$ cat config.mk
export PLATFORM = sky130hd
export DESIGN_NAME = bin2bcd_seq
export DESIGN_NICKNAME = d
export VERILOG_FILES = /design/src/rtl/bin2bcd_seq.sv
export SDC_FILE = /design/constraint.sdc
export NUM_CORES = 1
export LEC_CHECK = 0
export BUFFER_PORTS_ARGS = -buffer_cell sky130_fd_sc_hd__buf_4
export CELL_PAD_IN_SITES_DETAIL_PLACEMENT = 1
export CELL_PAD_IN_SITES_GLOBAL_PLACEMENT = 1
export CORE_MARGIN = 1.5
export CORE_UTILIZATION = 25
export CTS_BUF_LIST = sky130_fd_sc_hd__clkbuf_2 sky130_fd_sc_hd__clkbuf_4 sky130_fd_sc_hd__clkbuf_8
export CTS_CLUSTER_DIAMETER = 50
export DETAILED_ROUTE_END_ITERATION = 12
export HOLD_SLACK_MARGIN = 0.02
export PLACE_DENSITY = 0.49
export REMOVE_ABC_BUFFERS = 1
export SLEW_MARGIN = 10
export SYNTH_ARGS = -nofsm -noshare
export SYNTH_HDL_FRONTEND = slang
export SYNTH_SLANG_ARGS = --single-unit
$ cat constraint.sdc
create_clock -name clk -period 1.8 [get_ports clk]
set_input_delay 0.18 -clock clk [delete_from_list [all_inputs] [get_ports clk]]
set_output_delay 0.18 -clock clk [all_outputs]
set_load 0.01 [all_outputs]
$ cat src/rtl/bin2bcd_seq.sv
`default_nettype none
// ============================================================================
//  Module      : bin2bcd_seq
//  Description : Iterative double-dabble binary-to-BCD converter with a
//                valid/ready handshake on input and output. Supports two's
//                complement input (magnitude converted, sign reported), a raw
//                hex-nibble mode, detection of dropped nonzero digits, and
//                active-low gfedcba seven-segment encoding per digit.
//  Ports       : clk, rst_n (async, active-low)
//                in_valid/in_ready, bin_in[BIN_W], hex_mode  - request side
//                out_valid/out_ready, bcd_out[4*DIGITS],
//                neg_out, overflow, seg_out[7*DIGITS]        - result side
//  Revision    : 1.0  initial release
// ============================================================================
module bin2bcd_seq #(
  parameter int BIN_W  = 8,
  parameter int DIGITS = 3,
  parameter int SIGNED = 0
) (
  input  logic                  clk,
  input  logic                  rst_n,
  input  logic                  in_valid,
  output logic                  in_ready,
  input  logic [BIN_W-1:0]      bin_in,
  input  logic                  hex_mode,
  output logic                  out_valid,
  input  logic                  out_ready,
  output logic [4*DIGITS-1:0]   bcd_out,
  output logic                  neg_out,
  output logic                  overflow,
  output logic [7*DIGITS-1:0]   seg_out
);

  // ceil(BIN_W*log10(2)) + 1 digits, using 0.30103 as log10(2)
  localparam int DINT  = (BIN_W * 30103 + 99999) / 100000 + 1;
  // Scratch must also be wide enough to present DIGITS digits
  localparam int SW    = (DINT > DIGITS) ? DINT : DIGITS;
  localparam int CNT_W = $clog2(BIN_W + 1);

  typedef enum logic [1:0] {
    IDLE  = 2'd0,
    SHIFT = 2'd1,
    DONE  = 2'd2
  } state_t;

  state_t              state_q,     state_d;
  logic                in_ready_q,  in_ready_d;
  logic                out_valid_q, out_valid_d;
  logic [CNT_W-1:0]    cnt_q,       cnt_d;
  logic [4*SW-1:0]     scratch_q,   scratch_d;
  logic [BIN_W-1:0]    mag_q,       mag_d;
  logic                neg_q,       neg_d;
  logic [4*DIGITS-1:0] bcd_q,       bcd_d;
  logic                neg_out_q,   neg_out_d;
  logic                overflow_q,  overflow_d;

  logic [4*SW-1:0]     adj;
  logic [BIN_W-1:0]    bin_neg;

  always_comb begin
    state_d     = state_q;
    in_ready_d  = in_ready_q;
    out_valid_d = out_valid_q;
    cnt_d       = cnt_q;
    scratch_d   = scratch_q;
    mag_d       = mag_q;
    neg_d       = neg_q;
    bcd_d       = bcd_q;
    neg_out_d   = neg_out_q;
    overflow_d  = overflow_q;

    // Add-3 correction applied to every digit before the shift
    adj = scratch_q;
    for (int k = 0; k < SW; k++) begin
      if (scratch_q[4*k +: 4] >= 4'd5) begin
        adj[4*k +: 4] = scratch_q[4*k +: 4] + 4'd3;
      end
    end

    // Two's complement negate; the most negative value wraps to its
    // correct unsigned magnitude (e.g. 8'h80 -> 128)
    bin_neg = -bin_in;

    case (state_q)
      IDLE: begin
        if (in_valid && in_ready_q) begin
          scratch_d = '0;
          cnt_d     = CNT_W'(BIN_W);
          if (hex_mode) begin
            scratch_d[BIN_W-1:0] = bin_in;
            neg_d                = 1'b0;
            state_d              = DONE;
          end else if ((SIGNED != 0) && bin_in[BIN_W-1]) begin
            mag_d   = bin_neg;
            neg_d   = 1'b1;
            state_d = SHIFT;
          end else begin
            mag_d   = bin_in;
            neg_d   = 1'b0;
            state_d = SHIFT;
          end
        end
      end
      SHIFT: begin
        {scratch_d, mag_d} = {adj, mag_q} << 1;
        cnt_d              = cnt_q - CNT_W'(1);
        if (cnt_q == CNT_W'(1)) begin
          state_d = DONE;
        end
      end
      DONE: begin
        // First DONE cycle publishes the result; it is then held until taken
        if (!out_valid_q) begin
          out_valid_d = 1'b1;
          bcd_d       = scratch_q[4*DIGITS-1:0];
          overflow_d  = (scratch_q >> (4 * DIGITS)) != '0;
          neg_out_d   = neg_q;
        end else if (out_ready) begin
          out_valid_d = 1'b0;
          state_d     = IDLE;
        end
      end
      default: begin
        state_d = IDLE;
      end
    endcase

    in_ready_d = (state_d == IDLE);
  end

  always_ff @(posedge clk or negedge rst_n) begin
    if (!rst_n) begin
      state_q     <= IDLE;
      in_ready_q  <= 1'b0;
      out_valid_q <= 1'b0;
      cnt_q       <= '0;
      scratch_q   <= '0;
      mag_q       <= '0;
      neg_q       <= 1'b0;
      bcd_q       <= '0;
      neg_out_q   <= 1'b0;
      overflow_q  <= 1'b0;
    end else begin
      state_q     <= state_d;
      in_ready_q  <= in_ready_d;
      out_valid_q <= out_valid_d;
      cnt_q       <= cnt_d;
      scratch_q   <= scratch_d;
      mag_q       <= mag_d;
      neg_q       <= neg_d;
      bcd_q       <= bcd_d;
      neg_out_q   <= neg_out_d;
      overflow_q  <= overflow_d;
    end
  end

  assign in_ready  = in_ready_q;
  assign out_valid = out_valid_q;
  assign bcd_out   = bcd_q;
  assign neg_out   = neg_out_q;
  assign overflow  = overflow_q;

  // Active-low segments, bit order gfedcba
  function automatic logic [6:0] seg7(input logic [3:0] n);
    case (n)
      4'h0: seg7 = 7'b1000000;
      4'h1: seg7 = 7'b1111001;
      4'h2: seg7 = 7'b0100100;
      4'h3: seg7 = 7'b0110000;
      4'h4: seg7 = 7'b0011001;
      4'h5: seg7 = 7'b0010010;
      4'h6: seg7 = 7'b0000010;
      4'h7: seg7 = 7'b1111000;
      4'h8: seg7 = 7'b0000000;
      4'h9: seg7 = 7'b0010000;
      4'hA: seg7 = 7'b0001000;
      4'hB: seg7 = 7'b0000011;
      4'hC: seg7 = 7'b1000110;
      4'hD: seg7 = 7'b0100001;
      4'hE: seg7 = 7'b0000110;
      default: seg7 = 7'b0001110;
    endcase
  endfunction

  for (genvar k = 0; k < DIGITS; k++) begin : g_seg
    assign seg_out[7*k +: 7] = seg7(bcd_q[4*k +: 4]);
  end

endmodule
`default_nettype wire

# [Word level (Yosys, flattened, before mapping)]
# Memory sizes are Yosys's and may differ from the RTL's.
# Index checks and enable logic that the tools add are counted.
[classes] addsub=5 order_cmp=4 n_eq_ne=5 mux=20 bitwise_logic=1 reduce_logical=8
[op_table] operator="one-hot mux 16 bit (2 select lines)" n=1
[op_table] operator="two-way mux 8 bit" n=3
[op_table] operator=">= comparator 4 x 3 -> 1 bit, second input constant" n=4
[op_table] operator="two-way mux 16 bit" n=1
[op_table] operator="two-way mux 4 bit" n=4
[op_table] operator="one-hot mux 8 bit (2 select lines)" n=1
[op_table] operator="nonzero test 16 bit" n=1
[op_table] operator="adder 4 x 2 -> 4 bit, second input constant" n=3
[op_table] operator="two-way mux 2 bit" n=5
[op_table] operator="one-hot mux 4 bit (2 select lines)" n=1
[op_table] operator="one-hot mux 2 bit (3 select lines)" n=1
[op_table] operator="== test 4 x 1 -> 1 bit, second input constant" n=1
[op_table] operator="logical NOT 2 bit" n=2
[op_table] operator="inequality test 2 bit, second input constant" n=2
[op_table] operator="AND reduction 2 bit" n=2
[op_table] operator="subtractor 4 x 1 -> 4 bit, second input constant" n=1
[op_table] operator="adder 3 x 2 -> 3 bit, second input constant" n=1
[op_table] operator="two-way mux 3 bit" n=1
[op_table] operator="AND reduction 3 bit" n=1
[op_table] operator="== test 2 x 1 -> 1 bit, second input constant" n=1
[op_table] operator="== test 2 bit, second input constant" n=1
[op_table] operator="two-way mux 1 bit" n=2
[op_table] operator="nonzero test 2 bit" n=1
[op_table] operator="logical AND 1 bit" n=1
[op_table] operator="inverter 1 bit" n=1
[word_totals] register_bits=45 romBits=336 word_cells=54 mem_count=3
[memory_table] memory="(name not given)" depth=16 word_bits=7 read_ports=1 rd_ports_with_merged_regs=0 write_ports=0 line="165" rtl="case (n)"
[memory_table] memory="(name not given)" depth=16 word_bits=7 read_ports=1 rd_ports_with_merged_regs=0 write_ports=0 line="165"
[memory_table] memory="(name not given)" depth=16 word_bits=7 read_ports=1 rd_ports_with_merged_regs=0 write_ports=0 line="165"

# [Logic depth before layout (Yosys ltp)]
[logic_depth] ltp_word=4 mapped_depth=6 mapped_depth_nobuf=6

# [Worst setup path before layout]
# OpenSTA, ideal clock, no wires.
[synth_timing] path_kind="flip-flop to output port" start="register bcd_q[9], in the netlist bcd_out[9]" end="output seg_out[14]" arrival_ns=1.447 required_ns=1.620 path_slack_ns=0.173 path_stages_with_launch=6 cell_sequence="dfrtp_1 inv_1 ha_1 nor2b_1 or3b_2 o21ai_0"
[synth_between] elab_chain_cells=1
[synth_rtl] element="from (decl)" line="53" rtl="logic [4*DIGITS-1:0] bcd_q, bcd_d;"
[synth_rtl] element="from (signal assigned)" line="140" rtl="bcd_q <= '0;"
[synth_rtl] element="from (signal assigned)" line="151" rtl="bcd_q <= bcd_d;"
[synth_rtl] element="memory (16 x 7 bit)"
[synth_rtl] element="to (decl)" line="31" rtl="output logic [7*DIGITS-1:0] seg_out"
# No other way between the ends.

# [Worst setup path after layout]
[layout_timing] start="register bcd_q[0], in the netlist bcd_out[0]" end="output seg_out[3]"
# The elaborated chain is that of the path after synthesis.

==> impl_metrics.toml <==
[synth]
synth_compound_gate_area_share_pct = 19.3
synth_top_area_share_pct = 37.8
ys_types = 45
synth-seq-cells = 45
synthArstFlopShare_pct = 100
synth_area_leaders = "dfrtp_1 (38%), ha_1 (12%), nand2_1 (4.2%)"
yosys_most_used_dff = "dfrtp_1"
netlist_area_sq_um = 2980
synthAdderAreaFrac_pct = 12.2
syn_area_per_cell_sq_um = 9.11
synth_simple_gate_area_share_pct = 16.0
netlist_instances = 327
synth_seq_area_share_pct = 37.8
yosys_warnings = 0
synth_top_area_cell = "dfrtp_1"
synth_xor_area_share_pct = 1.47
synth_top_family_by_area = "compound AO/OA/AOI/OAI gates"
synth_mux_area_share_pct = 7.22
synth_edf_count = 0

[power]
powerDensity_nw_per_um2 = 1840
leakage_nw = 1.70
ir_worst_vdd_mv = 0.772

[critical_path]
cp_data_required_time_ns = 1.62
critical_path_class = "reg -> out"
worstPathMaxFanout = 4
crit_chain = "inv_4, ha_4, inv_2, mux4_2, buf_6"
worst_path_max_delay_cell = "dfrtp_2"
critPathMaxStageDelay_ns = 0.45
cp.arrival_ns = 1.70
end_kind = "output port"
startpoint_type = "flop"

[timing]
post-route-period-util_pct = 104
tightest_slew_ns = 0.610
whs_ns = 0.133
period_minus_slack_ns = 1.88
setup_viol = 5
maxSlewHeadroom_pct = 59.3
clock.fmax_mhz = 532
rsz0062_at_grt = "true"
setup_slack_ns = -0.0799
fin_skew_ns = 0.00866
hold_viol_final = 0
drv_slew = 0

[global_routing]
grt_max_degree = 46
track_usage_pct = 12.7
overflow = 0
grt_pass1_wl_mm = 13.2
antenna_found_initial = 0
first_global_vias = 2591

[route]
vias = 2560
firstDrtPassIters = 6
drtIter0Drc = 130
final_antenna_net_count = 0
routedWlPerCell_um = 14.6
post-route-drc-count = 0
vias_per_cell = 4.76
wirelength_mm = 7.84

[placement]
place.gp.congestion = 0.708
post-place-cells = 522
io_buffers = 48
dpl.hpwl_mm = 5.54
placed_area_sq_um = 3610

[worst_hold_path]
hold_path_class = "in -> reg"

[cells_and_area]
stdcell_area_sq_um = 3930
diodes = 0
fin_cells = 538
area_delta_synth_final_pct = 31.9
drive_gt1_share_pct = 31.6
nets = 436

[clock_network]
cts_tree = "done"
cts_made_buffers = 5
clock_latency_ns = 0.30
cts.sinks = 45
cts_root_buf = "clkbuf_8"
clockBufferDepth = 2
cts_max_level = 2
cts.clk_slew.worst_paths_ns = 0.09

[floorplan]
initial_utilization_pct = 25.9
fp.dieW_um = 112
rows = 39
io_pins = 50
die_height_um = 112
core_area_sq_um = 11500
die_area_sq_um = 12600

[status]
status = "finished, violations left"
violations = "setup timing"

[job]
drv_cap = 0
cells by family (layout without fill, tap and decap cells):
family	count (synthesis)	after routing
compound gates	91	91
buf+inv	38	106
fa+ha+maj	29	29
mux	17	17
xor+xnor	5	5
other cells	1	1
simple gates	101	101
flops	45	45
where the power goes:
part	leakage (nW)	internal, mW	switching (mW)
sequential	0.561	1.44	0.508
combinational	1.09	2.27	2.30
clock	0.0542	0.348	0.352
total	1.70	4.06	3.16
final timing paths:
path / start / to / slack (ns) / cells after the start
min in group asynchronous: rst_n / mag_q[0] / 0.42 / 2
worst max register to register: scratch_q[1] / scratch_q[2] / 0.18 / 6
worst max-delay path: bcd_out[0] / seg_out[3] / -0.08 / 5
worst min-delay path: bin_in[0] / mag_q[0] / 0.13 / 3
worst min register to register: cnt_q[2] / cnt_q[2] / 0.52 / 1
max in group asynchronous: rst_n / bcd_out[3] / 0.92 / 2
cells in the mapped netlist, drive strengths merged (4+ instances only):
cell / n
o31ai: 5
nand2: 33
o22ai: 10
dfrtp: 45
o21ai: 27
a21oi: 18
nor2b: 5
nand2b: 9
inv: 21
xnor2: 4
buf: 13
ha: 29
a31oi: 12
nor2: 31
and3: 4
nand3: 7
mux2i: 8
a22o: 4
nor3: 4
mux2: 6
worst max-delay path: cells and delay by family (launching register included):
family / cells / cell delay, ns
DFF: 1 / 0.45
buffers and inverters: 3 / 0.24
muxes: 1 / 0.45
adders and majority gates: 1 / 0.27
per-stage QoR:
| step | setup TNS [ns] | setup WS (ns) | power, mW | utilization (%) |
|---|---|---|---|---|
| 2_1_floorplan | 0 | 0.140 | 4.31 | - |
| 3_3_place_gp | 0 | 0.184 | 6.11 | 31.3 |
| 3_5_place_dp | 0 | 0.155 | 6.18 | 31.3 |
| 4_1_cts | -0.345 | -0.104 | 7.14 | 33.3 |
| 5_1_grt | -0.816 | -0.138 | 7.95 | 34.1 |
| 6_report | -0.191 | -0.0799 | 7.22 | 34.1 |
cell type report:
cell class	count	area (sq um)
Fill cell	1352	7590
Multi-Input combinational cell	244	1810
Sequential cell	45	1130
Timing Repair Buffer	75	626
Tap cell	143	179
Clock buffer	7	96.3
Inverter	23	88.8
Clock inverter	1	5.00
state kept, by name (all words and copies together), names as in the netlist:
register / count
mag_q: 8
overflow: 1
scratch_q: 16
in_ready: 1
bcd_out: 12
cnt_q: 4
out_valid: 1
state_q: 2
cell usage in the layout (no fill, tap or decap), drive strengths merged, types with 5 or more instances in the layout:
cell,Yosys,layout
dfrtp,45,45
a21oi,18,18
nor2b,5,5
ha,29,29
nand2,33,33
inv,21,21
clkbuf,2,7
a31oi,12,12
mux2i,8,8
nand2b,9,9
nor2,31,31
o21ai,27,27
buf,13,74
mux2,6,6
o22ai,10,10
nand3,7,7
o31ai,5,5
metal layers:
metal	track usage, %	routed length (um)
met3	1.84	204
met4	2.28	52
met5	0	0
met2	19.6	3550
met1	18.9	4030
timing repair:
item                       in CTS  in global routing
resized for setup              24                 20
hold endpoints to repair       45                  0
setup endpoints to repair       7                 14
pin swaps                       2                  8
hold buffers                    1                  0
setup buffers                   5                  2
No activity file was read; power rests on OpenSTA's default activity.
